[src/rtl/serial_subtractor_ctrl.sv]
// serial_subtractor_ctrl
// Bit-serial subtractor (LSB first) wrapped in an IDLE/BUSY/DONE controller.
// One operand pair is latched per accepted start; WIDTH BUSY cycles produce
// one difference bit each, and a single DONE cycle presents the result.
// The d and c output registers are updated only on the last BUSY edge, so
// they stay stable while the next subtraction is in progress.
//
// Optional build macro: SERIAL_SUB_CLAMP_EN
//   When defined, a negative result (final borrow = 1) is clamped to d = 0;
//   c still reports the borrow. When undefined, d is the wrapped difference.

module serial_subtractor_ctrl #(
    parameter int WIDTH = 8
) (
    input  logic             clk,
    input  logic             rst,
    input  logic             start,
    input  logic [WIDTH-1:0] a,
    input  logic [WIDTH-1:0] b,
    output logic             busy,
    output logic             done,
    output logic [WIDTH-1:0] d,
    output logic             c
);

    localparam int CW = (WIDTH > 2) ? $clog2(WIDTH) : 1;

    typedef enum logic [1:0] {
        S_IDLE = 2'd0,
        S_BUSY = 2'd1,
        S_DONE = 2'd2
    } state_t;

    state_t           state;
    state_t           next_state;

    logic [WIDTH-1:0] a_sh;
    logic [WIDTH-1:0] b_sh;
    // Holds the low WIDTH-1 result bits; the MSB joins them on the final cycle.
    logic [WIDTH-2:0] r_sh;
    logic [CW-1:0]    cnt;
    logic             bflop;

    logic             a_i;
    logic             b_i;
    logic             d_bit;
    logic             bout;
    logic             last_bit;
    logic [WIDTH-1:0] r_full;

    // One full-subtractor slice: two cascaded half-subtractors, borrows OR-ed.
    always_comb begin
        a_i      = a_sh[0];
        b_i      = b_sh[0];
        d_bit    = a_i ^ b_i ^ bflop;
        bout     = (~a_i & b_i) | (~(a_i ^ b_i) & bflop);
        last_bit = (cnt == CW'(WIDTH - 1));
        r_full   = {d_bit, r_sh};
    end

    // State register; asynchronous reset abandons any operation in flight.
    always_ff @(posedge clk or posedge rst) begin
        if (rst) begin
            state <= S_IDLE;
        end else begin
            state <= next_state;
        end
    end

    // Next-state and status outputs; start is only looked at in IDLE.
    always_comb begin
        // NOTE: every output of this block gets a default first so no path leaves a latch.
        next_state = state;
        busy       = 1'b0;
        done       = 1'b0;
        unique case (state)
            S_IDLE: begin
                if (start) begin
                    next_state = S_BUSY;
                end
            end
            S_BUSY: begin
                busy = 1'b1;
                if (last_bit) begin
                    next_state = S_DONE;
                end
            end
            S_DONE: begin
                done       = 1'b1;
                next_state = S_IDLE;
            end
            default: begin
                next_state = S_IDLE;
            end
        endcase
    end

    // Datapath: latch operands on accept, shift one bit per BUSY cycle,
    // and publish d/c on the final BUSY edge so they are valid during DONE.
    always_ff @(posedge clk or posedge rst) begin
        if (rst) begin
            a_sh  <= '0;
            b_sh  <= '0;
            r_sh  <= '0;
            cnt   <= '0;
            bflop <= 1'b0;
            d     <= '0;
            c     <= 1'b0;
        end else begin
            // NOTE: non-blocking assignments here so every register samples pre-edge values.
            unique case (state)
                S_IDLE: begin
                    if (start) begin
                        a_sh  <= a;
                        b_sh  <= b;
                        r_sh  <= '0;
                        cnt   <= '0;
                        bflop <= 1'b0;
                    end
                end
                S_BUSY: begin
                    a_sh  <= a_sh >> 1;
                    b_sh  <= b_sh >> 1;
                    bflop <= bout;
                    cnt   <= cnt + 1'b1;
                    if (last_bit) begin
                        c <= bout;
`ifdef SERIAL_SUB_CLAMP_EN
                        d <= bout ? '0 : r_full;
`else
                        d <= r_full;
`endif
                    end else begin
                        r_sh <= r_full[WIDTH-1:1];
                    end
                end
                default: begin
                    // DONE: hold everything; the controller returns to IDLE.
                end
            endcase
        end
    end

endmodule

[config.mk]
export PLATFORM = sky130hd
export DESIGN_NAME = serial_subtractor_ctrl
export DESIGN_NICKNAME = d
export VERILOG_FILES = /design/src/rtl/serial_subtractor_ctrl.sv
export SDC_FILE = /design/constraint.sdc
export NUM_CORES = 1
export LEC_CHECK = 0
export BUFFER_PORTS_ARGS = -buffer_cell sky130_fd_sc_hd__buf_4
export CORE_UTILIZATION = 56
export CTS_CLUSTER_DIAMETER = 50
export DETAILED_ROUTE_END_ITERATION = 10
export HOLD_SLACK_MARGIN = 0.15
export PLACE_DENSITY_LB_ADDON = 0.08
export SLEW_MARGIN = 30
export SYNTH_ARGS = -nofsm -noshare
export SYNTH_HDL_FRONTEND = slang
export SYNTH_SLANG_ARGS = --single-unit
[constraint.sdc]
create_clock -name clk -period 2.1 [get_ports clk]
set_input_delay 0.105 -clock clk [delete_from_list [all_inputs] [get_ports clk]]
set_output_delay 0.105 -clock clk [all_outputs]
set_load 0.05 [all_outputs]
==> summary.md, run 1 <==
| Metric | Value |
|---|---|
| CTS sink cnt | `38` |
| CTS tree | `yes` |
| Vias in the first global route | `1453` |
| Post-Syn Area | `2080 um^2` |
| Final WL | `3.71 mm` |
| Met3 Wirelength | `148 um` |
| Largest net degree at the start of global routing | `39` |
| Worst Setup End Kind | `register` |
| Clock Tree Root | `clkbuf_8` |
| Ratio of cells with drive above 1 in the final layout | `42.6%` |
| ANT nets after route | `0` |
| Crit path DAT | `1930 ps` |
| Final period util | `83.5%` |
| Max Freq | `570 MHz` |
| Die ar. | `3960 um^2` |
| Reg power frac | `35.0%` |
| Crit-path most repeated cell | `ha_1` |
| Net Sw Power | `1490 uW` |
| Num rows | `21` |
| 1st-iter DRT viols | `67` |
| Gpl congestion | `0.723` |
| Sw Share | `40.9%` |
| Yosys cell types | `25` |
| First-pass GRT wire length | `6.53 mm` |
| Hold Vio Cnt, Final | `0` |
| Via density | `5.72` |
| Fin cells | `243` |
| Initial Utilization | `60.4%` |
| Seq/Total Area, Yosys | `45.8%` |
| Num ports | `30` |
| Die X | `62.9 um` |
| Met2 wire length | `1.83 mm` |
| WL/cell | `15.3 um` |
| Core Util, Final | `72.2%` |
| Ys async rst share | `100%` |
| Clk Latency, worst-skew pair | `290 ps` |
| Synth area leader | `dfrtp_1` |
| Hold Crit Start | `a[2]` |
| Global Route Usage Sum | `21.6%` |
| Post-Route Setup TNS | `0 ps` |
| DR DRC count | `0` |
| Max FO, Critical Path | `13` |
| Max Used Layer | `met4` |
| Worst hold endpoint | `a_sh[2]` |
| Relative slew slack | `68.2%` |
| Hold Path Depth | `3` |
| Mapped Cells | `157` |
| YS warnings | `0` |
| Crit-path cells | `ha_1, ha_1, nand3b_4, mux2_4` |
| Clock Power Share | `14.1%` |
| Crit path launch | `cnt[0]` |
| Synth top area share | `45.8%` |
| Max Cap Viol | `0` |
| Comb power frac | `50.9%` |
| Outcome | `finished, final reports clean` |
| Area Growth Syn to Fin | `19.6%` |
| Synth Net Count | `179` |
| GR Overflow Total | `0` |
| Vias post-DR | `1391` |
| Skew final | `7.69 ps` |
| P_leak | `0.00117 uW` |
| Num CTS Buffers | `5` |
| EDFF count, synth | `0` |
| Flop2flop setup slack | `350 ps` |
| Synth area leaders | `dfrtp_1, nor4b_2, a221oi_2` |
| Unrepaired setup endpoints after global routing | `no` |
| Final Max Tran Viols | `0` |
| Die height | `62.9 um` |
| Hold WC Path Type | `in2reg` |
| Worst EP required | `2270 ps` |
| Peak VDD IR | `0.000628 V` |
| Critical path startpoint category | `register` |
| P per Cell Area | `1470 nW/um^2` |
| Cell count after placement | `224` |
| H-tree depth | `2` |
| Least-Margin Pin Slew | `477 ps` |
| Max stage delay on crit path | `450 ps` |
| CP max-delay cell | `ha_1` |
| Net count, final | `218` |
| Hold WS | `143 ps` |
| Core area | `3440 um^2` |
| Dpl hpwl | `2.44 mm` |
| 1st-pass router iterations | `4` |
| R2R cell count | `4` |
| Post-synth top flop | `dfrtp_1` |
| CTS resizes | `0` |
| Clock transition at path regs | `80 ps` |
| Synthesis-stage register bit count | `38` |
| Setup violators final | `0` |
| Clock buffer depth | `2` |
| WL met1 | `1.65 mm` |
| Avg Inst Size Synth | `13.2 um^2` |
| Initial antenna violation count | `0` |
| Reg2reg end | `d[0]` |
| CP Class | `reg2reg` |
| Internal | `2160 uW` |
| PortBufs | `29` |
| Critical R2R Launch | `cnt[0]` |
| Antenna cell count | `0` |
| Fin crit period | `1750 ps` |
-- cell families after synthesis --
family	Yosys count	synth area share [%]
simple gates	46	19.9
buf+inv	32	8.85
flops	38	45.8
fa+ha+maj	3	2.17
mux	10	7.04
compound gates	28	16.3
-- state kept, by name, indices dropped and copies added, names as in the netlist --
signal	count
c	1
state	2
cnt	3
d	8
b_sh	8
a_sh	8
bflop	1
r_sh	7
-- per-stage QoR --
step	setup slack [ps]	total power, uW	cell area [um^2]
floorplan	414	2780	2080
global placement	493	3060	2280
detailed placement	382	3140	2280
CTS	370	3680	2480
global route	265	3900	2480
finish	347	3660	2480
-- how the worst max path moves through the flow --
stage / to / slack [ps] / cells after the start
global placement: d[1] / 490 / 4
finish: d[0] / 350 / 4
global route: d[1] / 260 / 4
floorplan: cnt[0] / 410 / 3
CTS: done / 370 / 4
detailed placement: d[1] / 380 / 4
-- power by group through the flow --
| stage | combinational, uW | clock [uW] | sequential (uW) |
|---|---|---|---|
| floorplan | 1250 | 0 | 1530 |
| CTS | 1870 | 527 | 1280 |
| detailed placement | 1850 | 0 | 1290 |
| global route | 2020 | 560 | 1320 |
| global placement | 1790 | 0 | 1270 |
| finish | 1860 | 516 | 1280 |
-- critical path, delay by kind of cell, from the launching register on --
kind                       cells  cell delay (ps)
adders and majority gates      2              630
DFF                            1              380
muxes                          1              360
and+or+nand+nor                1              260
-- routing by layer --
layer / up-vias / global-route usage, %
li1: 648 / -
met1: 700 / 24.9
met2: 34 / 37.4
met3: 9 / 4.56
met4: 0 / 11.0
met5: - / 0
-- cell type report --
| class | count | area, um^2 |
|---|---|---|
| repair buffers | 46 | 373 |
| inverters | 18 | 67.6 |
| multi-input cells | 87 | 943 |
| flip-flops and latches | 38 | 952 |
| clock buffers | 7 | 86.3 |
| clock inverters | 1 | 5.00 |
| fillers | 243 | 957 |
| well taps | 46 | 57.6 |
-- timing repair --
item,4_1_cts,5_1_grt
buffers inserted,0,0
hold buffers,11,0
hold endpoints to repair,48,0
-- cell usage after synthesis, types with 2 or more instances --
cell type  number
dfrtp_1        38
inv_1          17
nor4b_2        14
nor2_1         11
a221oi_2       10
mux2_4          9
a221o_1         7
buf_6           7
buf_2           6
a22o_1          5
nor3b_1         5
a211oi_2        4
and2_1          4
and3_1          4
nor4bb_1        3
ha_1            2
nand2b_1        2
nor2b_1         2
-- cells in the final DEF (no fill, tap or decap), types with 5 or more instances in the layout --
cell type	count
nor2_1	11
nor4b_2	14
a221o_1	7
buf_4	35
dlygate4sd3_1	11
a221oi_2	10
inv_1	17
dfrtp_1	37
mux2_4	9
nor3b_1	5
a22o_1	5
clkbuf_8	6
(Power assumes the default switching activity.)
==> run 2, diff against run 1 <==
Settings changed: ABC_AREA set to 1, CORE_UTILIZATION 56 to 55.
Clock period 2.1 ns to 1.72 ns, I/O delays scaled along.
==> run 2 against run 1 <==
Critical path depth increased by 1. Area after synthesis decreased by 14%. Utilization increased by 5.0 points. Count of clock-buffer cells in the layout decreased by 2. Clock power increased by 49%. First-iteration DRC count increased by 34%. Worst setup slack got worse by 270 ps. Sequential power increased by 19%. Combinational power decreased by 2%. Highest routed layer unchanged. Non-clock buffer count increased by 14.
==> summary.md, run 2 <==
| Metric | Value |
|---|---|
| Outcome | `finished, final reports clean` |
| Count leader, synth | `nand2_1` |
| Initial antenna violation count | `0` |
| Ys async rst share | `100%` |
| Hold Vio Cnt, Final | `0` |
| Clk Latency, worst-skew pair | `350 ps` |
| Worst EP required | `2020 ps` |
| Ratio of cells with drive above 1 in the final layout | `19.8%` |
| Peak VDD IR | `0.00103 V` |
| 1st-pass router iterations | `4` |
| Dpl hpwl | `2.54 mm` |
| # Post-CTS Setup Buffers | `0` |
| Num CTS Buffers | `5` |
| WL/cell | `13.7 um` |
| Via density | `5.36` |
| GR Overflow Total | `0` |
| Synth Net Count | `227` |
| YS warnings | `0` |
| Relative slew slack | `68.0%` |
| Max Freq | `609 MHz` |
| Initial Utilization | `58.1%` |
| Biggest regs | `a_sh: 8 flops, b_sh: 8 flops, d: 8 flops` |
| Hold WS | `299 ps` |
| 1st-iter DRT viols | `90` |
| Overall power | `4100 uW` |
| Top post-synthesis cells by count | `nand2_1, nand3_1, dfrtp_1` |
| Clock transition at path regs | `120 ps` |
| CTS tree | `yes` |
| Die ar. | `3480 um^2` |
| Clock buffer depth | `2` |
| Last element of the critical path | `b_sh[6]` |
| ANT nets after route | `0` |
| Die height | `59.0 um` |
| Max Cap Viol | `0` |
| Post-route design area | `2370 um^2` |
| Max FO, Critical Path | `13` |
| Clock Tree Root | `clkbuf_4` |
| Final period util | `95.5%` |
| Global Route Usage Sum | `27.7%` |
| Gpl congestion | `0.792` |
| Flop2flop setup slack | `80 ps` |
| Seq/Total Area, Yosys | `53.2%` |
| Vias post-DR | `1641` |
| Most frequent cells in the layout | `nand2_1, nand3_1, dfrtp_1` |
| Net count, final | `283` |
| Yosys cell types | `21` |
| Worst Setup End Kind | `register` |
| DR DRC count | `0` |
| Synthesis-stage register bit count | `38` |
| Setup violators final | `0` |
| Avg Inst Size Synth | `8.72 um^2` |
| P_leak | `0.00123 uW` |
| P per Cell Area | `1730 nW/um^2` |
| Crit path launch | `state[1]` |
| R2R cell count | `5` |
| Synth area leaders | `dfrtp_1, nand2_1, nand3_1` |
| Vias in the first global route | `1568` |
| CP Class | `reg2reg` |
| Skew final | `9.60 ps` |
| Fin crit period | `1640 ps` |
| Crit path DAT | `1940 ps` |
| Cell count after placement | `272` |
| First-pass GRT wire length | `7.02 mm` |
| Fin cells | `306` |
| Die X | `59.0 um` |
| Area Growth Syn to Fin | `32.8%` |
| H-tree depth | `2` |
| Num rows | `20` |
| Post-Syn Area | `1790 um^2` |
| Antenna cell count | `0` |
| Final Max Tran Viols | `0` |
| Fill count | `228` |
| Critical R2R Launch | `state[1]` |
| Critical path startpoint category | `register` |
| Final WL | `4.19 mm` |
| Mapped Cells | `205` |
| Num ports | `30` |
| EDFF count, synth | `0` |
| Most common cell after layout, fill and taps aside | `nand2_1` |
| Synth top area share | `53.2%` |
| Hold WC Path Type | `in2reg` |
| Reg2reg end | `b_sh[6]` |
| Least-Margin Pin Slew | `479 ps` |
| PortBufs | `29` |
| Unrepaired setup endpoints after global routing | `no` |
| Post-Route Setup TNS | `0 ps` |
| Largest net degree at the start of global routing | `39` |
| Post-synth top flop | `dfrtp_1` |
| Placement Cell Area | `2000 um^2` |
| CTS sink cnt | `38` |
| Core area | `3080 um^2` |
| Synth area leader | `dfrtp_1` |
==> run 2: cell types whose count changed in the layout (fill, tap and decap cells not counted), moves of 8 or more <==
cell           before  now
mux2_4              9    0
nand2_1             0   68
nand3_1             0   41
dlygate4sd3_1      11   26
nor2_1             11    3
nor4b_2            14    0
a221oi_2           10    0
nand4_1             0   13
==> run 2: critical path, cell delays in order, from the launching register on <==
cell           delay [ps]
dfrtp_2               470
inv_4                 160
buf_4                 200
nand4_1               100
dlygate4sd3_1         570
nand3_1                80
==> run 2: stage by stage <==
| step | worst slack, ps | util, % |
|---|---|---|
| after global placement | 311 | 65.0 |
| after detailed placement | 240 | 65.0 |
| after global routing | 20.5 | 77.2 |
| after floorplan | 247 | - |
| after CTS | 40.1 | 77.0 |
| final | 76.8 | 77.2 |
==> run 2: layout make-up <==
cell class | count | area [um^2] | share of cell area, %
clock inverter | 3 | 68.8 | 2.90
timing repair buffer | 60 | 515 | 21.7
inverter | 19 | 77.6 | 3.27
multi-input combinational | 137 | 668 | 28.1
clock buffer | 5 | 37.5 | 1.58
sequential | 38 | 952 | 40.1
tap | 44 | 55.1 | 2.32
==> run 2: kinds of logic (layout without fill, tap and decap cells) <==
kind of cell,count (synthesis),after routing,share of synthesized area (%)
simple gates,130,130,33.4
flops,38,38,53.2
buf+inv,30,87,9.59
compound gates,4,4,1.33
fa+ha+maj,3,3,2.52
==> run 2: where the power goes <==
part           switching [uW]  internal (uW)  total [uW]
sequential                253           1260        1520
combinational            1180            634        1820
clock                     316            455         770
total                    1750           2350        4100
==> run 2: worst min-delay path by stage <==
stage,startpoint,end,slack [ps],depth (start not counted)
4_1_cts,start,b_sh[0],280,5
5_1_grt,start,b_sh[0],320,5
3_3_place_gp,rst,d[5],220,3
6_report,start,b_sh[0],300,5
2_1_floorplan,b[7],b_sh[7],200,2
3_5_place_dp,rst,d[6],240,3
==> run 2: layer usage <==
| layer | global-route usage [%] | up-vias | share of wire, % |
|---|---|---|---|
| li1 | - | 780 | - |
| met3 | 7.21 | 12 | 6.3 |
| met1 | 37.4 | 787 | 44 |
| met2 | 42.5 | 62 | 48 |
| met4 | 11.9 | 0 | 2.4 |
| met5 | 0 | - | 0 |
==> run 2: what timing repair did <==
action / in CTS / in global routing
hold endpoints to repair: 54 / 0
hold buffers: 26 / 0
resized for setup: 0 / 3
setup endpoints to repair: 0 / 8
==> run 3, diff against run 2 <==
Settings changed: PLACE_DENSITY set to 0.85, PLACE_DENSITY_LB_ADDON 0.08 to unset.
==> run 3 against run 2 <==
Maximum frequency increased by 2.0%. Critical path depth unchanged. Via count increased by 1.5%. Critical path type unchanged. Largest cell class unchanged. Largest power group unchanged.
==> summary.md, run 3 (same netlist as run 2, synthesis figures left out) <==
| Metric | Value |
|---|---|
| Outcome | `finished, final reports clean` |
| Biggest regs | `a_sh: 8 flops, b_sh: 8 flops, d: 8 flops` |
| Num ports | `30` |
| Worst Setup End Kind | `register` |
| Global Route Usage Sum | `29.1%` |
| Max Cap Viol | `0` |
| Setup violators final | `0` |
| Vias post-DR | `1665` |
| Vias in the first global route | `1595` |
| CTS sink cnt | `38` |
| Num CTS Buffers | `5` |
| Core area | `3080 um^2` |
| Clock transition at path regs | `120 ps` |
| Num rows | `20` |
| Die ar. | `3480 um^2` |
| Post-Route Setup TNS | `0 ps` |
| GR Overflow Total | `0` |
| Largest net degree at the start of global routing | `39` |
| Pre-CTS setup slack | `247 ps` |
| Ratio of cells with drive above 1 in the final layout | `19.8%` |
| Fin cells | `307` |
| Final WL | `4.58 mm` |
| Dpl hpwl | `2.35 mm` |
| Most frequent cells in the layout | `nand2_1, nand3_1, dfrtp_1` |
| Antenna cell count | `0` |
| Via density | `5.42` |
| Most common cell after layout, fill and taps aside | `nand2_1` |
| Max Freq | `621 MHz` |
| Unrepaired setup endpoints after global routing | `no` |
| CTS tree | `yes` |
| Hold Vio Cnt, Final | `0` |
| First-pass GRT wire length | `7.28 mm` |
| Worst EP required | `2020 ps` |
| DR DRC count | `0` |
| Area Growth Syn to Fin | `33.3%` |
| Die X | `59.0 um` |
| 1st-pass router iterations | `4` |
| P per Cell Area | `1740 nW/um^2` |
| Clk Latency, worst-skew pair | `370 ps` |
| Critical path startpoint category | `register` |
| Skew final | `14.9 ps` |
| CP Class | `reg2reg` |
| Max FO, Critical Path | `12` |
| 1st-iter DRT viols | `91` |
| Relative slew slack | `68.3%` |
| Hold WC Path Type | `in2reg` |
| Net count, final | `284` |
| Cell count after placement | `273` |
| WL/cell | `14.9 um` |
| ANT nets after route | `0` |
| Initial Utilization | `58.1%` |
| Clock buffer depth | `2` |
| Fin crit period | `1610 ps` |
| Peak VDD IR | `0.00105 V` |
| Gpl congestion | `0.818` |
| Initial antenna violation count | `0` |
| Final Max Tran Viols | `0` |
| Crit path DAT | `1910 ps` |
| Die height | `59.0 um` |
| H-tree depth | `2` |
| Worst Slack Setup Final | `108 ps` |
| P_leak | `0.00123 uW` |
| Least-Margin Pin Slew | `476 ps` |
| Final period util | `93.7%` |
| PortBufs | `29` |
| Clock Tree Root | `clkbuf_4` |
run 3: changes by cell type in the layout (fill, tap and decap cells not counted):
cell    change
nor2_1      +1
buf_6       +1
nor2_2      -1
run 3: final timing paths:
kind                                from        to  slack [ps]  cells after the start
min in group asynchronous            rst   b_sh[4]         370                      4
max in group asynchronous            rst  state[1]         990                      4
worst min-delay path               start   a_sh[6]         290                      5
worst max register to register  state[1]   a_sh[3]         110                      5
worst max-delay path            state[1]   a_sh[3]         110                      5
worst min register to register      d[0]      d[0]         490                      2
run 3: stage by stage:
step | util (%) | hold slack [ps] | power (uW) | area (um^2)
finish | 77.4 | 294 | 4160 | 2380
global route | 77.4 | 282 | 4410 | 2380
CTS | 77.2 | 286 | 4070 | 2380
detailed placement | 65.3 | 230 | 3240 | 2010
global placement | 65.3 | 230 | 3200 | 2010
floorplan | - | 196 | 2840 | 1790
run 3: critical path, cell delays in order (launching register included):
cell,delay [ps]
dfrtp_2,470
inv_4,140
buf_6,170
nand4_1,100
dlygate4sd3_1,580
nand3_1,80
run 3: repair_timing:
| action | CTS | global route |
|---|---|---|
| resized for setup | 0 | 3 |
| hold buffers | 26 | 0 |
| setup endpoints to repair | 0 | 6 |
| setup buffers | 0 | 0 |
| hold endpoints to repair | 54 | 0 |
run 3: area by class of cell:
cell class                      instances  area, um^2
Multi-Input combinational cell        137         666
Inverter                               19        77.6
Clock buffer                            5        37.5
Fill cell                             198         694
Tap cell                               44        55.1
Timing Repair Buffer                   61         527
Sequential cell                        38         952
Clock inverter                          3        68.8
run 3: report_power, final:
part | internal, uW | switching, uW | leakage [uW] | total (uW)
clock | 454 | 326 | 0.0000554 | 780
combinational | 654 | 1210 | 0.000696 | 1860
sequential | 1260 | 249 | 0.000484 | 1510
run 3: per-layer routing:
metal,vias up,wire length (um),global-route usage (%)
li1,782,-,-
met1,806,1830,36.7
met2,67,2410,47.4
met3,10,217,5.90
met4,0,116,15.3
met5,-,0,0
